--- config.mk ---
export PLATFORM = sky130hd
export DESIGN_NAME = acc_cpu_core_flat
export DESIGN_NICKNAME = d
export VERILOG_FILES = /design/src/rtl/acc_cpu_pkg.sv /design/src/rtl/acc_cpu_core_if.sv /design/src/rtl/acc_cpu_core_tick_gen.sv /design/src/rtl/acc_cpu_core.sv /design/src/flat_wrapper.sv
export SDC_FILE = /design/constraint.sdc
export NUM_CORES = 1
export LEC_CHECK = 0
export CORE_MARGIN = 2
export CORE_UTILIZATION = 40
export DETAILED_ROUTE_END_ITERATION = 7
export PLACE_DENSITY = 0.61
export SYNTH_ARGS = -nofsm -noshare
export SYNTH_HDL_FRONTEND = slang
export SYNTH_SLANG_ARGS = --single-unit
--- constraint.sdc ---
create_clock -name clock -period 6.3 [get_ports clock]
set_input_delay 1.26 -clock clock [delete_from_list [all_inputs] [get_ports clock]]
set_output_delay 1.26 -clock clock [all_outputs]
set_load 0.005 [all_outputs]
--- src/rtl/acc_cpu_pkg.sv ---
// Shared opcode and state encodings for the accumulator CPU.
// An execute-state code is the 3-bit opcode with bit 3 set, which is why DECODE needs no lookup.
package acc_cpu_pkg;

    localparam logic [2:0] OP_LOAD  = 3'd0;
    localparam logic [2:0] OP_STORE = 3'd1;
    localparam logic [2:0] OP_ADD   = 3'd2;
    localparam logic [2:0] OP_SUB   = 3'd3;
    localparam logic [2:0] OP_INPUT = 3'd4;
    localparam logic [2:0] OP_JZ    = 3'd5;
    localparam logic [2:0] OP_JPOS  = 3'd6;
    localparam logic [2:0] OP_HALT  = 3'd7;

    typedef enum logic [3:0] {
        S_START  = 4'd0,
        S_FETCH  = 4'd1,
        S_DECODE = 4'd2,
        S_LOAD   = 4'd8,
        S_STORE  = 4'd9,
        S_ADD    = 4'd10,
        S_SUB    = 4'd11,
        S_INPUT  = 4'd12,
        S_JZ     = 4'd13,
        S_JPOS   = 4'd14,
        S_HALT   = 4'd15
    } state_t;

    function automatic state_t exec_state(input logic [2:0] op);
        return state_t'({1'b1, op});
    endfunction

endpackage

--- src/rtl/acc_cpu_core_if.sv ---
// Board-side signal bundle of the accumulator CPU: operator controls, program-load port, status.
interface acc_cpu_core_if #(
    parameter int DATA_W = 8,
    parameter int ADDR_W = 5
);
    logic              run;
    logic              enter;
    logic [DATA_W-1:0] nin;
    logic              prog_we;
    logic [ADDR_W-1:0] prog_addr;
    logic [DATA_W-1:0] prog_data;
    logic [DATA_W-1:0] nout;
    logic              out_stb;
    logic              wait_in;
    logic              halt;
    logic              ovf;
    logic [2:0]        ir_op;
    logic [ADDR_W-1:0] pc_out;
    logic [3:0]        state_no;

    modport master (
        output run, enter, nin, prog_we, prog_addr, prog_data,
        input  nout, out_stb, wait_in, halt, ovf, ir_op, pc_out, state_no
    );

    modport slave (
        input  run, enter, nin, prog_we, prog_addr, prog_data,
        output nout, out_stb, wait_in, halt, ovf, ir_op, pc_out, state_no
    );
endinterface

--- src/rtl/acc_cpu_core_tick_gen.sv ---
// Clock-enable generator: one-clock tick every CLK_DIV clocks.
// With CLK_DIV=1 the counter is pinned at its terminal count, so tick is constantly high.
module tick_gen #(
    parameter int CLK_DIV = 1
) (
    input  logic clock,
    input  logic reset,
    output logic tick
);
    localparam int               CNT_W = (CLK_DIV > 1) ? $clog2(CLK_DIV) : 1;
    localparam logic [CNT_W-1:0] TERM  = CNT_W'(CLK_DIV - 1);

    logic [CNT_W-1:0] cnt_reg;

    always_ff @(posedge clock or negedge reset) begin
        if (!reset) begin
            cnt_reg <= '0;
        end else if (cnt_reg == TERM) begin
            cnt_reg <= '0;
        end else begin
            cnt_reg <= cnt_reg + CNT_W'(1);
        end
    end

    assign tick = (cnt_reg == TERM);
endmodule

--- src/rtl/acc_cpu_core.sv ---
// Accumulator processor: control FSM, datapath (A, PC, IR, ALU) and program RAM.
// The FSM advances only on tick; the enter synchroniser and RAM loading run on every clock.
module acc_cpu_core
    import acc_cpu_pkg::*;
#(
    parameter int DATA_W  = 8,
    parameter int ADDR_W  = 5,
    parameter int CLK_DIV = 1
) (
    input  logic            clock,
    input  logic            reset,
    acc_cpu_core_if.slave   bus
);
    localparam int DEPTH = 2 ** ADDR_W;
    localparam int MSB   = DATA_W - 1;

    state_t            state_reg;
    logic [DATA_W-1:0] a_reg;
    logic [ADDR_W-1:0] pc_reg;
    logic [2:0]        op_reg;
    logic [ADDR_W-1:0] addr_reg;
    logic              ovf_reg;
    logic              out_stb_reg;
    logic              sync1_reg, sync2_reg, edge_prev_reg, enter_seen_reg;
    logic              tick;

    logic [DATA_W-1:0] mem [DEPTH];
    logic [ADDR_W-1:0] rd_addr;
    logic [DATA_W-1:0] rd_data;
    logic              mem_we;
    logic              prog_window;
    logic [ADDR_W-1:0] wr_addr;
    logic [DATA_W-1:0] wr_data;

    logic [DATA_W-1:0] sum, diff;
    logic              add_ovf, sub_ovf;
    logic              aeq0, apos;
    logic              enter_rise;

    tick_gen #(.CLK_DIV(CLK_DIV)) u_tick (
        .clock (clock),
        .reset (reset),
        .tick  (tick)
    );

    // One read port: FETCH reads at PC, every other state reads the operand at IR's address.
    assign rd_addr = (state_reg == S_FETCH) ? pc_reg : addr_reg;
    assign rd_data = mem[rd_addr];

    assign sum     = a_reg + rd_data;
    assign diff    = a_reg - rd_data;
    assign add_ovf = (a_reg[MSB] == rd_data[MSB]) && (sum[MSB]  != a_reg[MSB]);
    assign sub_ovf = (a_reg[MSB] != rd_data[MSB]) && (diff[MSB] != a_reg[MSB]);
    assign aeq0    = (a_reg == '0);
    assign apos    = !a_reg[MSB] && !aeq0;

    // The loader only owns the RAM while the core is idle, so it can never collide with STORE.
    assign prog_window = (state_reg == S_START) || (state_reg == S_HALT);
    assign mem_we      = (bus.prog_we && prog_window) || (tick && state_reg == S_STORE);
    assign wr_addr     = prog_window ? bus.prog_addr : addr_reg;
    assign wr_data     = prog_window ? bus.prog_data : a_reg;

    always_ff @(posedge clock) begin
        if (mem_we) begin
            mem[wr_addr] <= wr_data;
        end
    end

    always_ff @(posedge clock or negedge reset) begin
        if (!reset) begin
            sync1_reg     <= 1'b0;
            sync2_reg     <= 1'b0;
            edge_prev_reg <= 1'b0;
        end else begin
            sync1_reg     <= bus.enter;
            sync2_reg     <= sync1_reg;
            edge_prev_reg <= sync2_reg;
        end
    end

    assign enter_rise = sync2_reg && !edge_prev_reg;

    always_ff @(posedge clock or negedge reset) begin
        if (!reset) begin
            state_reg      <= S_START;
            a_reg          <= '0;
            pc_reg         <= '0;
            op_reg         <= '0;
            addr_reg       <= '0;
            ovf_reg        <= 1'b0;
            out_stb_reg    <= 1'b0;
            enter_seen_reg <= 1'b0;
        end else begin
            out_stb_reg <= 1'b0;
            // Edges are latched every clock so one arriving between ticks is not lost.
            if (enter_rise) begin
                enter_seen_reg <= 1'b1;
            end
            if (tick) begin
                case (state_reg)
                    S_START: begin
                        if (bus.run) state_reg <= S_FETCH;
                    end
                    S_FETCH: begin
                        op_reg    <= rd_data[MSB -: 3];
                        addr_reg  <= rd_data[ADDR_W-1:0];
                        pc_reg    <= pc_reg + ADDR_W'(1);
                        state_reg <= S_DECODE;
                    end
                    S_DECODE: begin
                        // Stale presses from before this INPUT are discarded here.
                        if (op_reg == OP_INPUT) enter_seen_reg <= 1'b0;
                        state_reg <= exec_state(op_reg);
                    end
                    S_LOAD: begin
                        a_reg       <= rd_data;
                        out_stb_reg <= 1'b1;
                        state_reg   <= S_FETCH;
                    end
                    S_STORE: begin
                        state_reg <= S_FETCH;
                    end
                    S_ADD: begin
                        a_reg       <= sum;
                        ovf_reg     <= add_ovf;
                        out_stb_reg <= 1'b1;
                        state_reg   <= S_FETCH;
                    end
                    S_SUB: begin
                        a_reg       <= diff;
                        ovf_reg     <= sub_ovf;
                        out_stb_reg <= 1'b1;
                        state_reg   <= S_FETCH;
                    end
                    S_INPUT: begin
                        if (enter_seen_reg) begin
                            a_reg       <= bus.nin;
                            out_stb_reg <= 1'b1;
                            state_reg   <= S_FETCH;
                        end
                    end
                    S_JZ: begin
                        if (aeq0) pc_reg <= addr_reg;
                        state_reg <= S_FETCH;
                    end
                    S_JPOS: begin
                        if (apos) pc_reg <= addr_reg;
                        state_reg <= S_FETCH;
                    end
                    S_HALT: begin
                        state_reg <= S_HALT;
                    end
                    default: begin
                        state_reg <= S_START;
                    end
                endcase
            end
        end
    end

    assign bus.nout     = a_reg;
    assign bus.out_stb  = out_stb_reg;
    assign bus.wait_in  = (state_reg == S_INPUT);
    assign bus.halt     = (state_reg == S_HALT);
    assign bus.ovf      = ovf_reg;
    assign bus.ir_op    = op_reg;
    assign bus.pc_out   = pc_reg;
    assign bus.state_no = state_reg;
endmodule

--- src/flat_wrapper.sv ---
// flat-port wrapper written by rule: the top's interface ports become plain ports
module acc_cpu_core_flat import acc_cpu_pkg::*;
#(
    parameter int DATA_W  = 8,
    parameter int ADDR_W  = 5,
    parameter int CLK_DIV = 1
)
  (clock, reset, bus_run, bus_enter, bus_nin, bus_prog_we, bus_prog_addr, bus_prog_data, bus_nout, bus_out_stb, bus_wait_in, bus_halt, bus_ovf, bus_ir_op, bus_pc_out, bus_state_no);
  acc_cpu_core_if #(.DATA_W(DATA_W), .ADDR_W(ADDR_W)) bus_i ();
  input  logic clock;
  input  logic reset;
  input wire logic [$bits(bus_i.run)-1:0] bus_run;
  input wire logic [$bits(bus_i.enter)-1:0] bus_enter;
  input wire logic [$bits(bus_i.nin)-1:0] bus_nin;
  input wire logic [$bits(bus_i.prog_we)-1:0] bus_prog_we;
  input wire logic [$bits(bus_i.prog_addr)-1:0] bus_prog_addr;
  input wire logic [$bits(bus_i.prog_data)-1:0] bus_prog_data;
  output wire logic [$bits(bus_i.nout)-1:0] bus_nout;
  output wire logic [$bits(bus_i.out_stb)-1:0] bus_out_stb;
  output wire logic [$bits(bus_i.wait_in)-1:0] bus_wait_in;
  output wire logic [$bits(bus_i.halt)-1:0] bus_halt;
  output wire logic [$bits(bus_i.ovf)-1:0] bus_ovf;
  output wire logic [$bits(bus_i.ir_op)-1:0] bus_ir_op;
  output wire logic [$bits(bus_i.pc_out)-1:0] bus_pc_out;
  output wire logic [$bits(bus_i.state_no)-1:0] bus_state_no;
  assign bus_i.run = bus_run;
  assign bus_i.enter = bus_enter;
  assign bus_i.nin = bus_nin;
  assign bus_i.prog_we = bus_prog_we;
  assign bus_i.prog_addr = bus_prog_addr;
  assign bus_i.prog_data = bus_prog_data;
  assign bus_nout = bus_i.nout;
  assign bus_out_stb = bus_i.out_stb;
  assign bus_wait_in = bus_i.wait_in;
  assign bus_halt = bus_i.halt;
  assign bus_ovf = bus_i.ovf;
  assign bus_ir_op = bus_i.ir_op;
  assign bus_pc_out = bus_i.pc_out;
  assign bus_state_no = bus_i.state_no;
  acc_cpu_core #(.DATA_W(DATA_W), .ADDR_W(ADDR_W), .CLK_DIV(CLK_DIV)) u_core (.clock(clock), .reset(reset), .bus(bus_i));
endmodule
Word-level counts from Yosys, hierarchy flattened
Memory sizes are Yosys's and may differ from the RTL's.
Cells that the tools add are included.
{"block": "op_classes", "mux": 22, "reduce_logical": 23, "n_bitwise": 1, "n_eq_ne": 19, "n_addsub": 4}
{"op": "== test 4 bit (second input constant)", "n": 8}
{"op": "case mux 8 bit (4 select lines)", "n": 1}
{"op": "case mux 4 bit (6 select lines)", "n": 1}
{"op": "two-way mux 5 bit", "n": 4}
{"op": "two-way mux 8 bit", "n": 2}
{"op": "case mux 5 bit (3 select lines)", "n": 1}
{"op": "two-way mux 1 bit", "n": 9}
{"op": "adder 8 bit", "n": 1}
{"op": "zero test 8 bit", "n": 1}
{"op": "two-way mux 4 bit", "n": 2}
{"op": "subtractor 8 bit", "n": 1}
{"op": "logical AND 1 bit", "n": 6}
{"op": "!= test 2 x 1 -> 1 bit (second input constant)", "n": 3}
{"op": "AND reduction 3 bit", "n": 2}
{"op": "OR reduction 6 bit", "n": 1}
{"op": "adder 5 x 1 -> 5 bit (second input constant)", "n": 1}
{"op": "== test 4 x 1 -> 1 bit (second input constant)", "n": 1}
{"op": "== test 4 x 2 -> 1 bit (second input constant)", "n": 1}
{"op": "zero test 4 bit", "n": 1}
{"op": "case mux 1 bit (2 select lines)", "n": 2}
{"op": "AND reduction 2 bit", "n": 2}
{"op": "AND reduction 4 bit", "n": 1}
{"op": "nonzero test 4 bit", "n": 1}
{"op": "== test 3 bit (second input constant)", "n": 1}
{"op": "10 further kinds", "n": 15}
{"block": "word_totals", "wordCells": 82, "input_bits": 26, "mem_bits_rw": 256, "memories": 1, "register_bits": 32, "output_inout_bits": 24}
{"name": "u_core.mem", "words": 32, "width": 8, "read_ports": 1, "rd_clocked_by_memory_dff": 0, "write_ports": 1, "line": "acc_cpu_core.sv:27", "text": "logic [DATA_W-1:0] mem [DEPTH];"}

Logic depth before layout (Yosys ltp)
Gate-level depths: netlist of run 1.
An unclocked memory read counts as a cell.
{"block": "depth", "ltp_word": 7, "ltp_mapped": 27, "depth_no_buf": 22}

Cells and area by module
Synthesis of run 1 repeated with hierarchy kept, for this count alone.
{"block": "hier_totals", "cells_unflattened": 822, "area_unflattened_um2": 12597.1}
{"mod": "acc_cpu_core", "cells_each": 820, "instances": 1, "area_per_inst_um2": 12585.8, "seq_area_each_um2": 8463.1}
{"mod": "tick_gen", "cells_each": 2, "instances": 1, "area_per_inst_um2": 11.3, "seq_area_each_um2": 0.0}

Worst setup path before layout of run 1
Ideal clock, no wire load.
{"block": "synth_path", "path_kind": "register to register", "start": "register u_core.state_reg[1], in the netlist u_core.bus.state_no[1]", "end": "register u_core.a_reg[7], in the netlist u_core.bus.nout[7]", "required_ps": 6168, "path_buffers": 6, "path_stages_with_launch": 24, "arrival_ps": 4543, "synth_period_minus_slack_ps": 4675, "setup_time_ps": 132, "setup_slack_ps": 1625, "cell_sequence": "dfrtp_1 buf_6 or4b_4 buf_6 mux2_4 buf_6 buf_6 clkbuf_1 nand2_1 nand3_1 a311o_1 a31oi_2 inv_1 ha_1 clkbuf_1 a21oi_1 o31ai_1 o21ai_0 a21oi_1 nor2_1 xnor2_1 xnor2_1 a221oi_1 o21ai_1"}
{"block": "synth_via", "elab_chain_cells": 5, "word_cells_on_any_way": 13, "cone_classes": "add/sub (2); eq/ne (6); mux (2); reduce/logical (2); memory (1)"}
{"element": "start: declaration", "line": "acc_cpu_core.sv:17", "text": "state_t state_reg;"}
{"element": "start signal: assignment", "line": "acc_cpu_core.sv:113", "text": "state_reg <= exec_state(op_reg);"}
{"element": "== test 4 x 1 -> 1 bit *", "line": "acc_cpu_core.sv:47", "text": "assign rd_addr = (state_reg == S_FETCH) ? pc_reg : addr_reg;"}
{"element": "two-way mux 5 bit *", "line": "acc_cpu_core.sv:47"}
{"element": "memory read (32 x 8 bit) *"}
{"element": "named net u_core.rd_data[2]", "line": "acc_cpu_core.sv:29", "text": "logic [DATA_W-1:0] rd_data;"}
{"element": "subtractor 8 bit / adder 8 bit (equally long branches)", "line": "acc_cpu_core.sv:51, acc_cpu_core.sv:50"}
{"element": "case mux 8 bit (4 select lines) *", "line": "acc_cpu_core.sv:100", "text": "case (state_reg)"}
{"element": "end signal: assignment", "line": "acc_cpu_core.sv:116", "text": "a_reg <= rd_data;"}
{"element": "end signal: assignment", "line": "acc_cpu_core.sv:124", "text": "a_reg <= sum;"}
{"element": "end signal: assignment", "line": "acc_cpu_core.sv:130", "text": "a_reg <= diff;"}
{"element": "end: declaration", "line": "acc_cpu_core.sv:18", "text": "logic [DATA_W-1:0] a_reg;"}
Mark *: on every way through the listed nets, which the timed path passes. The rest lies on a longest branch.
A chain may end at the register's enable or synchronous reset.

Worst setup path after layout of run 1
Same ends and word-level chain as after synthesis.

==> metrics.txt, run 1 <==
run status=finished clean; gr ovfl total=0; Setup violations, final=0; Max Fclk=roughly 180 MHz; layout cells sized above 1=9.64%; post-synthesis cell type count=72; GRT Overall Usage=20.4%; Placed Instances=1477; Post-synth EDFFs=256; Startpoint Class=flop; most frequent cells after synthesis=edfxtp_1, nand2_1, mux2i_1, nor2_1, nand3_1; Critical Path RT=6740 ps; Final Max Slew Viols=0; Largest Register=u_core.mem; final WL=34800 µm; Cell Chain, Critical Path=or4b_4, mux2i_4, buf_12, buf_4, mux2i_1, mux2i_1, mux2i_1, mux2i_1, mux2i_1, inv_1, ha_1, inv_1, o31ai_1, o21ai_0, a21oi_1, nor2_1, xnor2_1, xnor2_1, a221oi_1, o21ai_1; most common cell in the netlist=edfxtp_1; count of boundary I/O pins=50; Yosys reg bits=~290; Synth top area share=58.0%; # Post-CTS Setup Buffers=0; Fin Setup TNS=0 ps; largest net degree at the start of global routing=46; Critical Path AT=6100 ps; Clock Pin Slew Worst Setup and Hold Paths=60 ps; vias in the first global route=between 8000 and 9000; ant diodes=0; Area after DPL=14100 µm²; H-tree levels=1; GPL Wtd Cong=0.929; initial core utilization=40.6%; internal power=around 3100 µW; Finished Cell Area=15100 µm²; CTS Root Cell=clkbuf_16; nets@finish=around 1100; port buffer count=between 40 and 50; buffer levels on the longest clock path=3; CTS tree=done; Std-Cell Rows=66; first-pass GRT wire length=52300 µm; vias per cell=around 5.6; CP Max Fanout=between 40 and 50; via count=8545; clock sinks=287; DRT antenna net count=0; hold path cells=0; Netlist Area Pre-Place=13300 µm²; Yosys warnings=0; number of CTS-inserted buffers=30; Synth async-reset ratio=a little over a tenth; synth top area cells=edfxtp_1, mux2i_1, dfrtp_1, nand2_1, nor2_1; Crit path largest cell delay=about 840 ps; Iteration-0 DRC Markers=954; Cell Pwr Density=261 nW/µm²; post-CTS sizing=0; Die ar.=34600 µm²; Reg2Reg Launch Point=u_core.bus.state_no[1]; Largest register FFs=256; cell taking the most area after synthesis=edfxtp_1; HPWL Detailed=22500 µm; Switch Pwr=805 µW; Die Span X=between 150 and 200 µm; combinational share of power=2.2%; power share of the clock group=45.0%; flop-to-flop setup slack=approximately 640 ps; core area=~33000 µm²; worst hold path class=reg -> reg; Hold-fix buffers, CTS=0; RSZ-0062 raised after global routing=no; Residual DRC=0; max_slew headroom=between 20% and 30%; WL/cell=22.7 µm; Worst IR Drop VDD=0.207 mV; Net Count, Synth=1067; initial antenna violation count=0; max-cap violations=0; DIE HEIGHT=186 µm; syn_area_per_cell=12.9 µm²; most numerous cell on the critical path=mux2i_1; worst slew pin tran=1100 ps; Slowest-stage cell, CP=or4b_4; switch share=20.4%; clock skew=15.9 ps; Final Cycle Share=89.8%; R2R Path End=u_core.bus.nout[7]; Setup Crit Path Kind=reg -> reg; CP endpoint kind=flop; Area growth, synth to finish=14.1%; Final Non-Filler Cells=1531; HP Start=u_core.sync1_reg; Skew-Pair Late Insertion Delay=580 ps; fin crit period=approximately 5700 ps; Final Hold Vio Count=0; Reg2Reg Depth=20; sequential area share after synthesis=a little under two thirds; Hold Path Sink=u_core.sync2_reg; Reg power frac=52.8%; most used flip-flop cell after synthesis=edfxtp_1; Gate Count Post-Synth=1025; TritonRoute pass-1 iters=5; P_leak=0.00561 µW
[placed cells by master, fill, tap and decap left out, types with 4 or more instances in the layout]
cell | netlist | final
mux2_2 | 14 | 14
o21ai_0 | 34 | 32
nor2b_1 | 8 | 8
buf_4 | 8 | 16
a221oi_1 | 9 | 9
ha_1 | 15 | 15
a22oi_1 | 5 | 5
edfxtp_1 | 256 | 256
xnor2_1 | 9 | 9
or2_2 | 5 | 5
clkdlybuf4s50_1 | 0 | 49
and3_1 | 11 | 11
nor3b_1 | 6 | 6
bufinv_16 | 0 | 4
o21ai_1 | 7 | 7
clkbuf_16 | 0 | 30
nand2b_1 | 9 | 9
mux2i_1 | 100 | 99
nor2_1 | 65 | 65
dfrtp_1 | 31 | 31
clkinv_1 | 0 | 8
clkbuf_1 | 24 | 7
a211oi_1 | 5 | 5
nand2_1 | 156 | 156
mux2_4 | 6 | 6
a31oi_1 | 9 | 9
a311oi_1 | 16 | 16
a21o_1 | 4 | 4
nand3_1 | 47 | 47
nor3_1 | 15 | 15
o22ai_1 | 5 | 5
a21oi_1 | 31 | 31
inv_1 | 26 | 26
[power by group through the flow]
stage          Clock [µW]  Sequential (µW)  Combinational [µW]
2_1_floorplan           0             2120                35.7
3_3_place_gp            0             2120                85.1
3_5_place_dp            0             2120                86.1
4_1_cts              1800             2080                86.3
5_1_grt              1880             2080                92.5
6_report             1780             2080                85.7
[how the worst max path moves through the flow]
stage / from / to / slack [ps] / cells after the start
floorplan: u_core.bus.state_no[1] / u_core.bus.nout[7] / 1620 / 23
global placement: u_core.bus.state_no[1] / u_core.bus.nout[7] / 770 / 20
detailed placement: u_core.bus.state_no[1] / u_core.bus.nout[7] / 700 / 20
CTS: u_core.bus.state_no[1] / u_core.bus.nout[7] / 690 / 20
global route: u_core.bus.state_no[1] / u_core.bus.nout[7] / 250 / 20
finish: u_core.bus.state_no[1] / u_core.bus.nout[7] / 640 / 20
[layer usage]
metal,part of all wire [%],GRT usage (%)
met3,7.3,3.52
met1,44,27.9
met4,3.2,7.09
met5,0,0
met2,46,32.7
[worst max-delay path, delay by kind of cell (launching register included)]
kind            cells  cell delay [ps]
compound gates      5              990
xor+xnor            2              280
fa+ha+maj           1              450
buf+inv             4              870
flops               1              560
mux                 6             1370
simple gates        2              930
[stage by stage]
stage | hold WS, ps | total power (µW) | setup WS (ps) | util, %
global route | 376 | 4060 | 254 | 46.3
detailed placement | 354 | 2210 | 704 | 43.3
finish | 363 | 3950 | 642 | 46.3
global placement | 341 | 2210 | 769 | 43.3
CTS | 369 | 3970 | 692 | 46.3
floorplan | 331 | 2160 | 1620 | -
[logic make-up after synthesis]
logic type                 share of synthesized area, %
adders and majority gates                          1.57
DFF                                                63.9
xor gates and xnor gates                          0.727
and+or+nand+nor                                    11.7
buffers and inverters                              3.45
muxes                                              10.4
AOI/OAI and AO/OA                                  8.36
[cell type report]
class	instances	area (µm²)
flip-flops and latches	287	8460
fillers	2872	17500
well taps	442	553
repair buffers	68	671
inverters	26	97.6
clock inverters	17	203
multi-input cells	654	4350
clock buffers	37	777
Power figures use the tool's default switching activity.
==> inputs of run 2 (changes only) <==
--- a/config.mk
+++ b/config.mk
@@ -9,6 +9,7 @@
 export CORE_UTILIZATION = 40
 export DETAILED_ROUTE_END_ITERATION = 7
 export PLACE_DENSITY = 0.61
+export SKIP_LAST_GASP = 1
 export SYNTH_ARGS = -nofsm -noshare
 export SYNTH_HDL_FRONTEND = slang
 export SYNTH_SLANG_ARGS = --single-unit
==> results of run 2 <==
Final layout, timing and power as in run 1 (identical DEF).
==> inputs of run 3 (changes only) <==
--- a/config.mk
+++ b/config.mk
@@ -7,9 +7,11 @@
 export LEC_CHECK = 0
 export CORE_MARGIN = 2
 export CORE_UTILIZATION = 40
+export CTS_BUF_LIST = sky130_fd_sc_hd__clkbuf_16
 export DETAILED_ROUTE_END_ITERATION = 7
 export PLACE_DENSITY = 0.61
 export SKIP_LAST_GASP = 1
 export SYNTH_ARGS = -nofsm -noshare
 export SYNTH_HDL_FRONTEND = slang
 export SYNTH_SLANG_ARGS = --single-unit
+export TNS_END_PERCENT = 5
==> run 3 against run 2 <==
Compared with the run above:
- die area did not move
- combinational power barely moved
- sequential share of layout area did not move
- register-to-register slack barely moved
- largest cell class unchanged
- flip-flop and latch count did not move
- utilization did not move
- critical path type unchanged
==> metrics.txt, run 3 (synthesis results as in run 1) <==
run status=finished clean; Final Non-Filler Cells=1531 (unchanged); Slowest-stage cell, CP=or4b_4; most common cell after layout, fill and taps aside=edfxtp_1; DRT antenna net count=0 (unchanged); vias per cell=5.57 (-0.13%); Die ar.=34600 µm² (unchanged); Final Max Slew Viols=0 (unchanged); gr ovfl total=0 (unchanged); Finished Cell Area=15100 µm² (unchanged); worst hold path class=reg -> reg; first-pass GRT wire length=52300 µm (unchanged); combinational share of power=2.2% (about the same); port buffer count=49 (unchanged); Die Span X=186 µm (unchanged); Area after DPL=14100 µm² (unchanged); Startpoint Class=flop; initial core utilization=40.6% (unchanged); power share of the clock group=44.9% (about the same); Clock Pin Slew Worst Setup and Hold Paths=60 ps (about the same); GPL Wtd Cong=0.929 (unchanged); Setup Crit Path Kind=reg -> reg; Residual DRC=0 (unchanged); Iteration-0 DRC Markers=822 (-14%); Final Cycle Share=89.6% (-0.23 points); Fin Hold WS=363 ps (-0.0520 ps); layout cells sized above 1=9.64% (unchanged); core area=32600 µm² (unchanged); TritonRoute pass-1 iters=5 (unchanged); Switch Pwr=804 µW (-0.11%); CTS tree=done; HPWL Detailed=22500 µm (unchanged); # Post-CTS Setup Buffers=0 (unchanged); # fillers=2872 (unchanged); Hold-fix buffers, CTS=0 (unchanged); Std-Cell Rows=66 (unchanged); nets@finish=1109 (unchanged); RSZ-0062 raised after global routing=no; fin crit period=5640 ps (-14.2 ps); Skew-Pair Late Insertion Delay=580 ps (about the same); WL/cell=22.7 µm (about the same); DIE HEIGHT=186 µm (unchanged); WP depth=20 (unchanged); Crit path largest cell delay=840 ps (about the same); Critical Path AT=6080 ps (-20 ps); post-CTS sizing=0 (unchanged); Largest Register=u_core.mem; Reg power frac=52.9% (about the same); delay-heaviest family, CP=multiplexers; max-cap violations=0 (unchanged); GRT Overall Usage=20.4% (unchanged); largest net degree at the start of global routing=46 (unchanged); Cell Pwr Density=261 nW/µm² (-0.31%); CTS Root Cell=clkbuf_16; internal power=3130 µW (-0.36%); setup slack at placement=704 ps (unchanged); Worst Path Buf+Inv=4 (unchanged); P_leak=0.00564 µW (+0.52%); CP endpoint kind=flop; ant diodes=0 (unchanged); most frequent cells in the layout=edfxtp_1, nand2_1, mux2i_1; Placed Instances=1477 (unchanged); Final Hold Vio Count=0 (unchanged); switch share=20.4% (+0.042 points); Setup violations, final=0 (unchanged); PnR worst setup slack=656 ps (+14.2 ps); number of CTS-inserted buffers=30 (unchanged); Cell Chain, Critical Path=or4b_4, mux2i_4, buf_12, buf_4, mux2i_1, mux2i_1, mux2i_1, mux2i_1, mux2i_1, inv_1, ha_1, inv_1, o31ai_1, o21ai_0, a21oi_1, nor2_1, xnor2_1, xnor2_1, a221oi_1, o21ai_1; Max Fclk=177 MHz (+0.25%); Fin Setup TNS=0 ps (unchanged); Reg2Reg Depth=20 (unchanged); Worst IR Drop VDD=0.207 mV (about the same); CP Max Fanout=45 (unchanged); H-tree levels=1 (unchanged); worst slew pin tran=1130 ps (+23.1 ps); Critical Path RT=6740 ps (about the same); hold path cells=0 (unchanged); final WL=34800 µm (about the same); vias in the first global route=8457 (unchanged); initial antenna violation count=0 (unchanged); count of boundary I/O pins=50 (unchanged); buffer levels on the longest clock path=3 (unchanged); clock skew=15.7 ps (-0.224 ps); max_slew headroom=24.7% (-1.5 points); Area growth, synth to finish=14.1% (unchanged); Largest register FFs=256 (unchanged); via count=8534 (-0.13%); most numerous cell on the critical path=mux2i_1; clock sinks=287 (unchanged)
-- run 3: power groups by stage --
stage               Combinational, µW  Sequential [µW]  Clock, µW
global route                     92.5             2080       1870
CTS                              86.3             2080       1790
detailed placement               86.1             2120          0
floorplan                        35.7             2120          0
finish                           85.7             2080       1770
global placement                 85.1             2120          0
-- run 3: stage by stage --
stage          utilization [%]  power [µW]
2_1_floorplan                -        2160
3_3_place_gp              43.3        2210
3_5_place_dp              43.3        2210
4_1_cts                   46.3        3960
5_1_grt                   46.3        4040
6_report                  46.3        3940
-- run 3: layout make-up --
type / instances / area, µm² / area share [%]
well taps: 442 / 553 / 3.66
multi-input cells: 654 / 4350 / 28.8
flip-flops and latches: 287 / 8460 / 56.0
clock buffers: 30 / 751 / 4.97
clock inverters: 24 / 229 / 1.51
repair buffers: 68 / 671 / 4.44
inverters: 26 / 97.6 / 0.646
-- run 3: metal layers --
layer	vias up	global-route usage (%)	part of all wire, %
met5	-	0	0
met4	0	7.09	3.2
met3	72	3.52	7.4
met2	356	32.7	46
met1	4196	27.9	44
li1	3910	-	-
-- run 3: worst paths after layout --
kind                                        start  slack, ps                   end
max                        u_core.bus.state_no[1]        660    u_core.bus.nout[7]
min                              u_core.sync1_reg        360      u_core.sync2_reg
max reg2reg                u_core.bus.state_no[1]        660    u_core.bus.nout[7]
min reg2reg                      u_core.sync1_reg        360      u_core.sync2_reg
max in group asynchronous                   reset       4910    u_core.bus.nout[2]
min in group asynchronous                   reset       1080  u_core.bus.pc_out[1]
